**config.mk**
```make
export PLATFORM = sky130hd
export DESIGN_NAME = ppu_frame_scheduler
export DESIGN_NICKNAME = d
export VERILOG_FILES = /design/src/rtl/ppu_pkg.sv /design/src/rtl/ppu_tile_counter.sv /design/src/rtl/ppu_frame_scheduler.sv
export SDC_FILE = /design/constraint.sdc
export NUM_CORES = 1
export LEC_CHECK = 0
export CORE_UTILIZATION = 49
export DETAILED_ROUTE_END_ITERATION = 16
export GPL_TIMING_DRIVEN = 0
export PLACE_DENSITY = 0.81
export REMOVE_ABC_BUFFERS = 1
export SYNTH_ARGS = -nofsm -noshare
export SYNTH_HDL_FRONTEND = slang
export SYNTH_SLANG_ARGS = --single-unit
```
**constraint.sdc**
```tcl
create_clock -name clk -period 2.1 [get_ports clk]
set_clock_uncertainty 0.05 [all_clocks]
set_input_delay 0.525 -clock clk [delete_from_list [all_inputs] [get_ports clk]]
set_output_delay 0.525 -clock clk [all_outputs]
set_load 0.05 [all_outputs]
```
**src/rtl/ppu_pkg.sv**
```systemverilog
// ppu_pkg: definitions shared by the PPU frame scheduler and its tile counter.
//   state_t      - scheduler FSM states (IDLE, SYNC, WAIT_PIX, ACK, PUSH)
//   MODE_W       - width of the PPU mode field
//   DEF_H_TILES  - default pixels per line
//   DEF_V_TILES  - default lines per frame
package ppu_pkg;

    localparam int MODE_W      = 3;
    localparam int DEF_H_TILES = 32;
    localparam int DEF_V_TILES = 32;

    typedef enum logic [2:0] {
        ST_IDLE     = 3'd0,
        ST_SYNC     = 3'd1,
        ST_WAIT_PIX = 3'd2,
        ST_ACK      = 3'd3,
        ST_PUSH     = 3'd4
    } state_t;

endpackage

```
**src/rtl/ppu_tile_counter.sv**
```systemverilog
// ppu_tile_counter: x/y raster position inside a tile frame.
//   clk, rst    - clock, asynchronous active-high reset
//   clear       - return to (0,0)
//   advance     - step one pixel: x wraps at H_TILES-1 and carries into y,
//                 y wraps at V_TILES-1
//   x, y        - current pixel column and line
//   last_pixel  - high while (x,y) is the final pixel of the frame
module ppu_tile_counter
    import ppu_pkg::*;
#(
    parameter int H_TILES = DEF_H_TILES,
    parameter int V_TILES = DEF_V_TILES,
    parameter int CNT_W   = 5
) (
    input  logic             clk,
    input  logic             rst,
    input  logic             clear,
    input  logic             advance,
    output logic [CNT_W-1:0] x,
    output logic [CNT_W-1:0] y,
    output logic             last_pixel
);

    localparam logic [CNT_W-1:0] X_MAX = CNT_W'(H_TILES - 1);
    localparam logic [CNT_W-1:0] Y_MAX = CNT_W'(V_TILES - 1);

    logic end_of_line;
    logic end_of_frame;

    assign end_of_line  = (x == X_MAX);
    assign end_of_frame = (y == Y_MAX);
    assign last_pixel   = end_of_line && end_of_frame;

    always_ff @(posedge clk or posedge rst) begin
        if (rst) begin
            x <= '0;
            y <= '0;
        end else if (clear) begin
            x <= '0;
            y <= '0;
        end else if (advance) begin
            if (end_of_line) begin
                x <= '0;
                y <= end_of_frame ? '0 : y + 1'b1;
            end else begin
                x <= x + 1'b1;
            end
        end
    end

endmodule

```
**src/rtl/ppu_frame_scheduler.sv**
```systemverilog
// ppu_frame_scheduler: drives one PPU through H_TILES x V_TILES pixel frames.
//   clk, rst               - clock, asynchronous active-high reset
//   enable                 - run frames back to back while high; a frame in
//                            progress always completes
//   cfg_we/cfg_mode        - write the pending mode (applied at next frame start)
//   cfg_clr                - with cfg_we, clear the sticky timeout_err
//   sync, mode             - frame-start pulse and active mode towards the PPU
//   pix_stb/pix_data/pix_ack - PPU output handshake
//   out_valid/out_ready, out_data/out_x/out_y - tagged pixel stream to sink
//   frame_cnt              - completed frames (8-bit, wraps)
//   busy                   - scheduler not idle
//   timeout_err            - a PPU stall forced a FILL pixel
module ppu_frame_scheduler
    import ppu_pkg::*;
#(
    parameter int         H_TILES = DEF_H_TILES,
    parameter int         V_TILES = DEF_V_TILES,
    parameter int         CNT_W   = 5,
    parameter int         TIMEOUT = 15,
    parameter logic [7:0] FILL    = 8'h00
) (
    input  logic              clk,
    input  logic              rst,
    input  logic              enable,
    input  logic              cfg_we,
    input  logic [MODE_W-1:0] cfg_mode,
    input  logic              cfg_clr,
    output logic              sync,
    output logic [MODE_W-1:0] mode,
    input  logic              pix_stb,
    input  logic [7:0]        pix_data,
    output logic              pix_ack,
    output logic              out_valid,
    output logic [7:0]        out_data,
    output logic [CNT_W-1:0]  out_x,
    output logic [CNT_W-1:0]  out_y,
    input  logic              out_ready,
    output logic [7:0]        frame_cnt,
    output logic              busy,
    output logic              timeout_err
);

    localparam int TCNT_W = $clog2(TIMEOUT + 1);

    state_t              state;
    logic [MODE_W-1:0]   pending_mode;
    logic [TCNT_W-1:0]   tcnt;
    logic                transfer;
    logic                timeout_hit;
    logic                last_pixel;

    // out_valid is high throughout PUSH, so a transfer is PUSH with ready.
    assign transfer    = (state == ST_PUSH) && out_ready;
    assign timeout_hit = (state == ST_WAIT_PIX) && !pix_stb &&
                         (tcnt == TCNT_W'(TIMEOUT));

    // The counter registers are the presented coordinates; they only move
    // on a transfer and are re-zeroed in SYNC.
    ppu_tile_counter #(
        .H_TILES (H_TILES),
        .V_TILES (V_TILES),
        .CNT_W   (CNT_W)
    ) u_tile_counter (
        .clk        (clk),
        .rst        (rst),
        .clear      (state == ST_SYNC),
        .advance    (transfer),
        .x          (out_x),
        .y          (out_y),
        .last_pixel (last_pixel)
    );

    // Config: a write in the SYNC cycle lands after mode has sampled
    // pending_mode, so it is deferred to the next frame. A timeout in the
    // same cycle as a clear keeps the flag set.
    always_ff @(posedge clk or posedge rst) begin
        if (rst) begin
            pending_mode <= '0;
            timeout_err  <= 1'b0;
        end else begin
            if (cfg_we) begin
                pending_mode <= cfg_mode;
            end
            if (timeout_hit) begin
                timeout_err <= 1'b1;
            end else if (cfg_we && cfg_clr) begin
                timeout_err <= 1'b0;
            end
        end
    end

    always_ff @(posedge clk or posedge rst) begin
        if (rst) begin
            state     <= ST_IDLE;
            sync      <= 1'b0;
            mode      <= '0;
            pix_ack   <= 1'b0;
            out_valid <= 1'b0;
            out_data  <= '0;
            frame_cnt <= '0;
            busy      <= 1'b0;
            tcnt      <= '0;
        end else begin
            case (state)
                ST_IDLE: begin
                    if (enable) begin
                        state <= ST_SYNC;
                        sync  <= 1'b1;
                        busy  <= 1'b1;
                    end
                end
                ST_SYNC: begin
                    sync  <= 1'b0;
                    mode  <= pending_mode;
                    tcnt  <= '0;
                    state <= ST_WAIT_PIX;
                end
                ST_WAIT_PIX: begin
                    if (pix_stb) begin
                        out_data <= pix_data;
                        pix_ack  <= 1'b1;
                        tcnt     <= '0;
                        state    <= ST_ACK;
                    end else if (timeout_hit) begin
                        // Stalled PPU: present FILL without acknowledging.
                        out_data  <= FILL;
                        out_valid <= 1'b1;
                        tcnt      <= '0;
                        state     <= ST_PUSH;
                    end else begin
                        tcnt <= tcnt + 1'b1;
                    end
                end
                ST_ACK: begin
                    pix_ack   <= 1'b0;
                    out_valid <= 1'b1;
                    state     <= ST_PUSH;
                end
                ST_PUSH: begin
                    if (out_ready) begin
                        out_valid <= 1'b0;
                        if (last_pixel) begin
                            frame_cnt <= frame_cnt + 1'b1;
                            if (enable) begin
                                state <= ST_SYNC;
                                sync  <= 1'b1;
                            end else begin
                                state <= ST_IDLE;
                                busy  <= 1'b0;
                            end
                        end else begin
                            state <= ST_WAIT_PIX;
                        end
                    end
                end
                default: begin
                    state <= ST_IDLE;
                    busy  <= 1'b0;
                end
            endcase
        end
    end

endmodule

```
# Yosys cells after proc, flatten, opt, wreduce, memory -nomap -nowiden

Index checks and enable logic that the tools add are counted.

Output and inout port bits: 34
Register bits after elaboration: 44
Logic and storage cells: 93

Equality and inequality tests: 15
Muxes and demuxes: 36
Bitwise logic cells: 1
Reduce and logical (&&, ||, !) cells: 24
Add/sub/neg operators: 4

Operators by type and width:

| operator                                            | count |
|---|---|
| 2-to-1 mux 5 bit                                    | 7 |
| 2-to-1 mux 8 bit                                    | 2 |
| 2-to-1 mux 3 bit                                    | 5 |
| one-hot mux 3 bit (5 select lines)                  | 1 |
| 2-to-1 mux 1 bit                                    | 14 |
| != test 2 bit, second input constant                | 7 |
| nonzero test 2 bit                                  | 6 |
| adder 5 x 1 -> 5 bit, second input constant         | 2 |
| equality test 5 bit, second input constant          | 2 |
| one-hot mux 1 bit (3 select lines)                  | 3 |
| AND reduction 3 bit                                 | 3 |
| adder 8 x 1 -> 8 bit, second input constant         | 1 |
| 2-to-1 mux 4 bit                                    | 2 |
| one-hot mux 4 bit (2 select lines)                  | 1 |
| equality test 3 x 2 -> 1 bit, second input constant | 2 |
| AND reduction 2 bit                                 | 3 |
| nonzero test 3 bit                                  | 2 |
| logical AND 1 bit                                   | 5 |
| AND reduction 5 bit                                 | 1 |
| adder 4 x 1 -> 4 bit, second input constant         | 1 |
| equality test 4 bit, second input constant          | 1 |
| AND reduction 4 bit                                 | 1 |
| equality test 3 x 1 -> 1 bit, second input constant | 1 |
| equality test 3 bit, second input constant          | 1 |
| other kinds (6)                                     | 6 |

# Depth between registers and ports, before layout

Depth after elaboration: 6
Mapped depth: 6

# By module

Synthesis repeated with hierarchy kept, for this count alone.

Cells, all modules: 205
Area, all modules: 2,150.8 µm²

Modules (own cells, without submodules):

| module              | area each (µm²) | seq. area each (µm²) | instances | cells each |
|---|---|---|---|---|
| ppu_frame_scheduler | 1,605.3         | 850.8                | 1         | 149 |
| ppu_tile_counter    | 545.5           | 250.2                | 1         | 56 |

# Worst setup path before layout

OpenSTA, ideal clock, no wires.

Path kind: reg-to-reg
Start point: reg u_tile_counter.x[0]
End point: reg u_tile_counter.y[1]
Setup time: 0.125 ns
Period minus slack after synthesis: 2.217 ns
Path buffers: 0
Setup slack: -0.117 ns
Cell stages (with the launch flop): 7
Data arrival time: 2.042 ns
Path through: dfrtp_1 > ha_1 > and3_1 > ha_1 > nand4b_2 > a21oi_4 > mux2_2

Cells in the longest elaborated chain, start to end: 3

RTL lines:

| item                                 | RTL line               | RTL |
|---|---|---|
| from (decl)                          | ppu_tile_counter.sv:19 | `output logic [CNT_W-1:0] x,` |
| from (signal assigned)               | ppu_tile_counter.sv:46 | `x <= x + 1'b1;` |
| equality test 5 bit                  | ppu_tile_counter.sv:30 | `assign end_of_line = (x == X_MAX);` |
| nonzero test 2 bit (no source line)  | --                     |  |
| AND reduction 2 bit (no source line) | --                     |  |
| to (signal assigned)                 | ppu_tile_counter.sv:44 | `y <= end_of_frame ? '0 : y + 1'b1;` |
| to (decl)                            | ppu_tile_counter.sv:20 | `output logic [CNT_W-1:0] y,` |

Every way passes these cells.
A chain may end at the register's enable or synchronous reset.

# Worst setup path in the final report

Start point: reg out_data[6]
End point: out out_data[6]

RTL lines:

| item                   | RTL line                   | RTL |
|---|---|---|
| from (decl)            | ppu_frame_scheduler.sv:34  | `output logic [7:0] out_data,` |
| from (signal assigned) | ppu_frame_scheduler.sv:120 | `out_data <= pix_data;` |

No word-level cell between the ends.

==> impl_metrics.json <==
{
  "dr_wl_met2_mm": 2.034,
  "ys_seq_area_frac": 0.5288,
  "overflow": 0,
  "fin_hold_ws_ns": 0.4167,
  "cp-start-kind": "register",
  "synth.most_common_cell": "dfrtp_1",
  "wl_met3_um": 189,
  "highest_layer": "met4",
  "start_util": 0.5168,
  "yosysTopAreaCell": "dfrtp_1",
  "r2r_setup_slack_ns": 0.15,
  "maxSlewViolCount": 0,
  "clockPowerShare": 0.193,
  "crit_start": "out_data[6]",
  "placed_cells_incl_taps": 277,
  "seqCellArea_um2": 1101,
  "swShare": 0.4250,
  "timing.critical_path.buf_inv": 1,
  "via_count": 1626,
  "syn_inst": 182,
  "n_antenna_cell": 0,
  "arrival_ns": 1.48,
  "required_ns": 1.52,
  "grt_pass1_vias": 1547,
  "cts_root_buf": "clkbuf_8",
  "synth_common_cells": "dfrtp_1, nand2_1, a22o_1",
  "period_minus_slack_ns": 2.052,
  "synth-main-ff-cell": "dfrtp_1",
  "htreeDepth": 2,
  "worstRegToRegCells": 6,
  "drtIter0Drc": 96,
  "numCtsBuffers": 5,
  "viasPerCell": 5.666,
  "drcViolationCount": 0,
  "fin_ws_ns": 0.04841,
  "cts_tree": "yes",
  "grt_max_degree": 45,
  "cap_violations": 0,
  "crit_cells": 1,
  "yosys.cell_types.count": 54,
  "die_h_um": 67.19,
  "cp_slowest_cell": "clkdlybuf4s50_1",
  "rows": 23,
  "leakage_nw": 1.422,
  "area_growth_pct": 33.23,
  "post-place-ws_ns": -0.2397,
  "placed_area_um2": 2619,
  "clockBufferDepth": 2,
  "clk_latency_ns": 0.30,
  "worstMarginPinSlew_ns": 0.8849,
  "multi_input_area_um2": 919.6,
  "max_freq_ghz": 0.4874,
  "r2r_start": "u_tile_counter.x[0]",
  "synthArstFlopShare": 1.000,
  "hold_class": "register to register",
  "power_density_nw_per_um2": 1276,
  "status": "completed",
  "drtAntennaViolNets": 0,
  "rsz0062_at_grt": "false",
  "avgSynthCellArea_um2": 11.44,
  "hold_viol_final": 0,
  "yosysWarnings": 0,
  "dr.pass1.iters": 4,
  "core-area_um2": 4029,
  "drive_above_1_share": 0.1055,
  "internal_power_w": 0.002035,
  "clock_sinks": 44,
  "min_period_over_period": 0.9769,
  "ys_ff_latch": 44,
  "r2r_end": "frame_cnt[1]",
  "track_usage": 0.2114,
  "p_sw_w": 0.001504,
  "slowest_delay_ns": 0.81,
  "portBuffers": 51,
  "cp-end-kind": "output pin",
  "met1_length_mm": 1.786,
  "nets": 260,
  "io_pins": 52,
  "combPwrFrac": 0.442,
  "routedWlPerCell_um": 14.13,
  "die-area_um2": 4514,
  "seq_power_share": 0.365,
  "die_w_um": 67.19,
  "path_class": "register to output pin",
  "path_cells": "clkdlybuf4s50_1",
  "fill_cells": 306,
  "slew-limit-headroom": 0.4092,
  "setup_tns_ns": 0,
  "design_area_um2": 2774,
  "routed_wl_mm": 4.056,
  "grt_pass1_wl_mm": 7.086,
  "final-setup-viol-count": 0,
  "irDropWorstVdd_uv": 972.0,
  "cp_max_fo": 2,
  "gp_congestion": 0.8516,
  "synth_edf_count": 0,
  "netlist_area_um2": 2082,
  "synth_top_area_share": 0.5288,
  "finalNonFillerCells": 287,
  "clkTransAtPathRegs_ns": 0.08,
  "hpwl_mm": 2.883,
  "cpLargestDelayFamily": "buffers and inverters",
  "antenna_found_initial": 0,
  "crit_path_end": "out_data[6]",
  "synth.area.top_cells": "dfrtp_1, a22o_1, ha_1"
}
-- cell families (layout without fill, tap and decap cells) --
| logic type | count (synthesis) | count (layout) | synth area share |
|---|---|---|---|
| muxes | 6 | 6 | 0.03185 |
| AOI/OAI and AO/OA | 41 | 41 | 0.1478 |
| adders and majority gates | 6 | 6 | 0.03606 |
| buffers and inverters | 14 | 69 | 0.03185 |
| xor gates and xnor gates | 8 | 8 | 0.03366 |
| DFF | 44 | 44 | 0.5288 |
| and+or+nand+nor | 63 | 63 | 0.1899 |
-- layout make-up --
cell class,count,share of cell area
clock inverters,2,0.01398
clock buffers,6,0.02977
repair buffers,53,0.1944
inverters,8,0.01083
well taps,50,0.02255
flip-flops and latches,44,0.3969
multi-input cells,124,0.3315
-- layer usage --
metal | GRT usage | vias to the layer above
li1 | - | 785
met1 | 0.2670 | 792
met2 | 0.3488 | 42
met3 | 0.06250 | 7
met4 | 0.06383 | 0
met5 | 0 | -
-- sequential cells by signal (all words and copies together) (netlist names) --
| signal | cells |
|---|---|
| u_tile_counter.x | 5 |
| timeout_err | 1 |
| tcnt | 4 |
| pix_ack | 1 |
| u_tile_counter.y | 5 |
| out_data | 8 |
| out_valid | 1 |
| pending_mode | 3 |
| sync | 1 |
| state | 3 |
| busy | 1 |
| frame_cnt | 8 |
| mode | 3 |
-- placed cells by master, fill, tap and decap left out, drive strengths merged, types with 4 or more instances in the layout --
| cell type | Yosys | final |
|---|---|---|
| a22o | 11 | 11 |
| dfrtp | 44 | 44 |
| nand2 | 16 | 16 |
| o21ai | 4 | 4 |
| mux2 | 5 | 5 |
| clkdlybuf4s50 | 0 | 26 |
| nand3 | 6 | 6 |
| a21oi | 8 | 8 |
| inv | 8 | 8 |
| nor2 | 6 | 6 |
| dlygate4sd2 | 0 | 13 |
| ha | 6 | 6 |
| nand4 | 7 | 7 |
| clkbuf | 2 | 6 |
| dlymetal6s2s | 0 | 12 |
| xnor2 | 7 | 7 |
-- stage by stage --
stage / power [W] / util
2_1_floorplan: 0.002358 / -
3_3_place_gp: 0.002841 / 0.6500
3_5_place_dp: 0.002876 / 0.6500
4_1_cts: 0.003556 / 0.6761
5_1_grt: 0.003755 / 0.6885
6_report: 0.003539 / 0.6885
-- timing repair --
item,in CTS,in global routing
gates resized for setup,13,14
hold buffers,0,0
setup buffers,0,2
endpoints found under the setup margin,14,14
pin swaps,0,1
-- power groups by stage --
stage,sequential [W],clock [W],combinational [W]
2_1_floorplan,0.00182,0,0.000535
3_3_place_gp,0.00130,0,0.00154
3_5_place_dp,0.00131,0,0.00157
4_1_cts,0.00130,0.000702,0.00156
5_1_grt,0.00134,0.000737,0.00168
6_report,0.00129,0.000684,0.00156
-- worst min-delay path by stage --
stage	endpoint	start	slack (ns)	cells past startpoint
global route	mode[1]	pending_mode[1]	0.46	2
global placement	mode[2]	pending_mode[2]	0.40	2
CTS	mode[2]	pending_mode[2]	0.42	2
floorplan	mode[0]	pending_mode[0]	0.38	2
finish	frame_cnt[7]	frame_cnt[7]	0.42	1
detailed placement	mode[2]	pending_mode[2]	0.39	2
No activity file was read; power rests on OpenSTA's default activity.
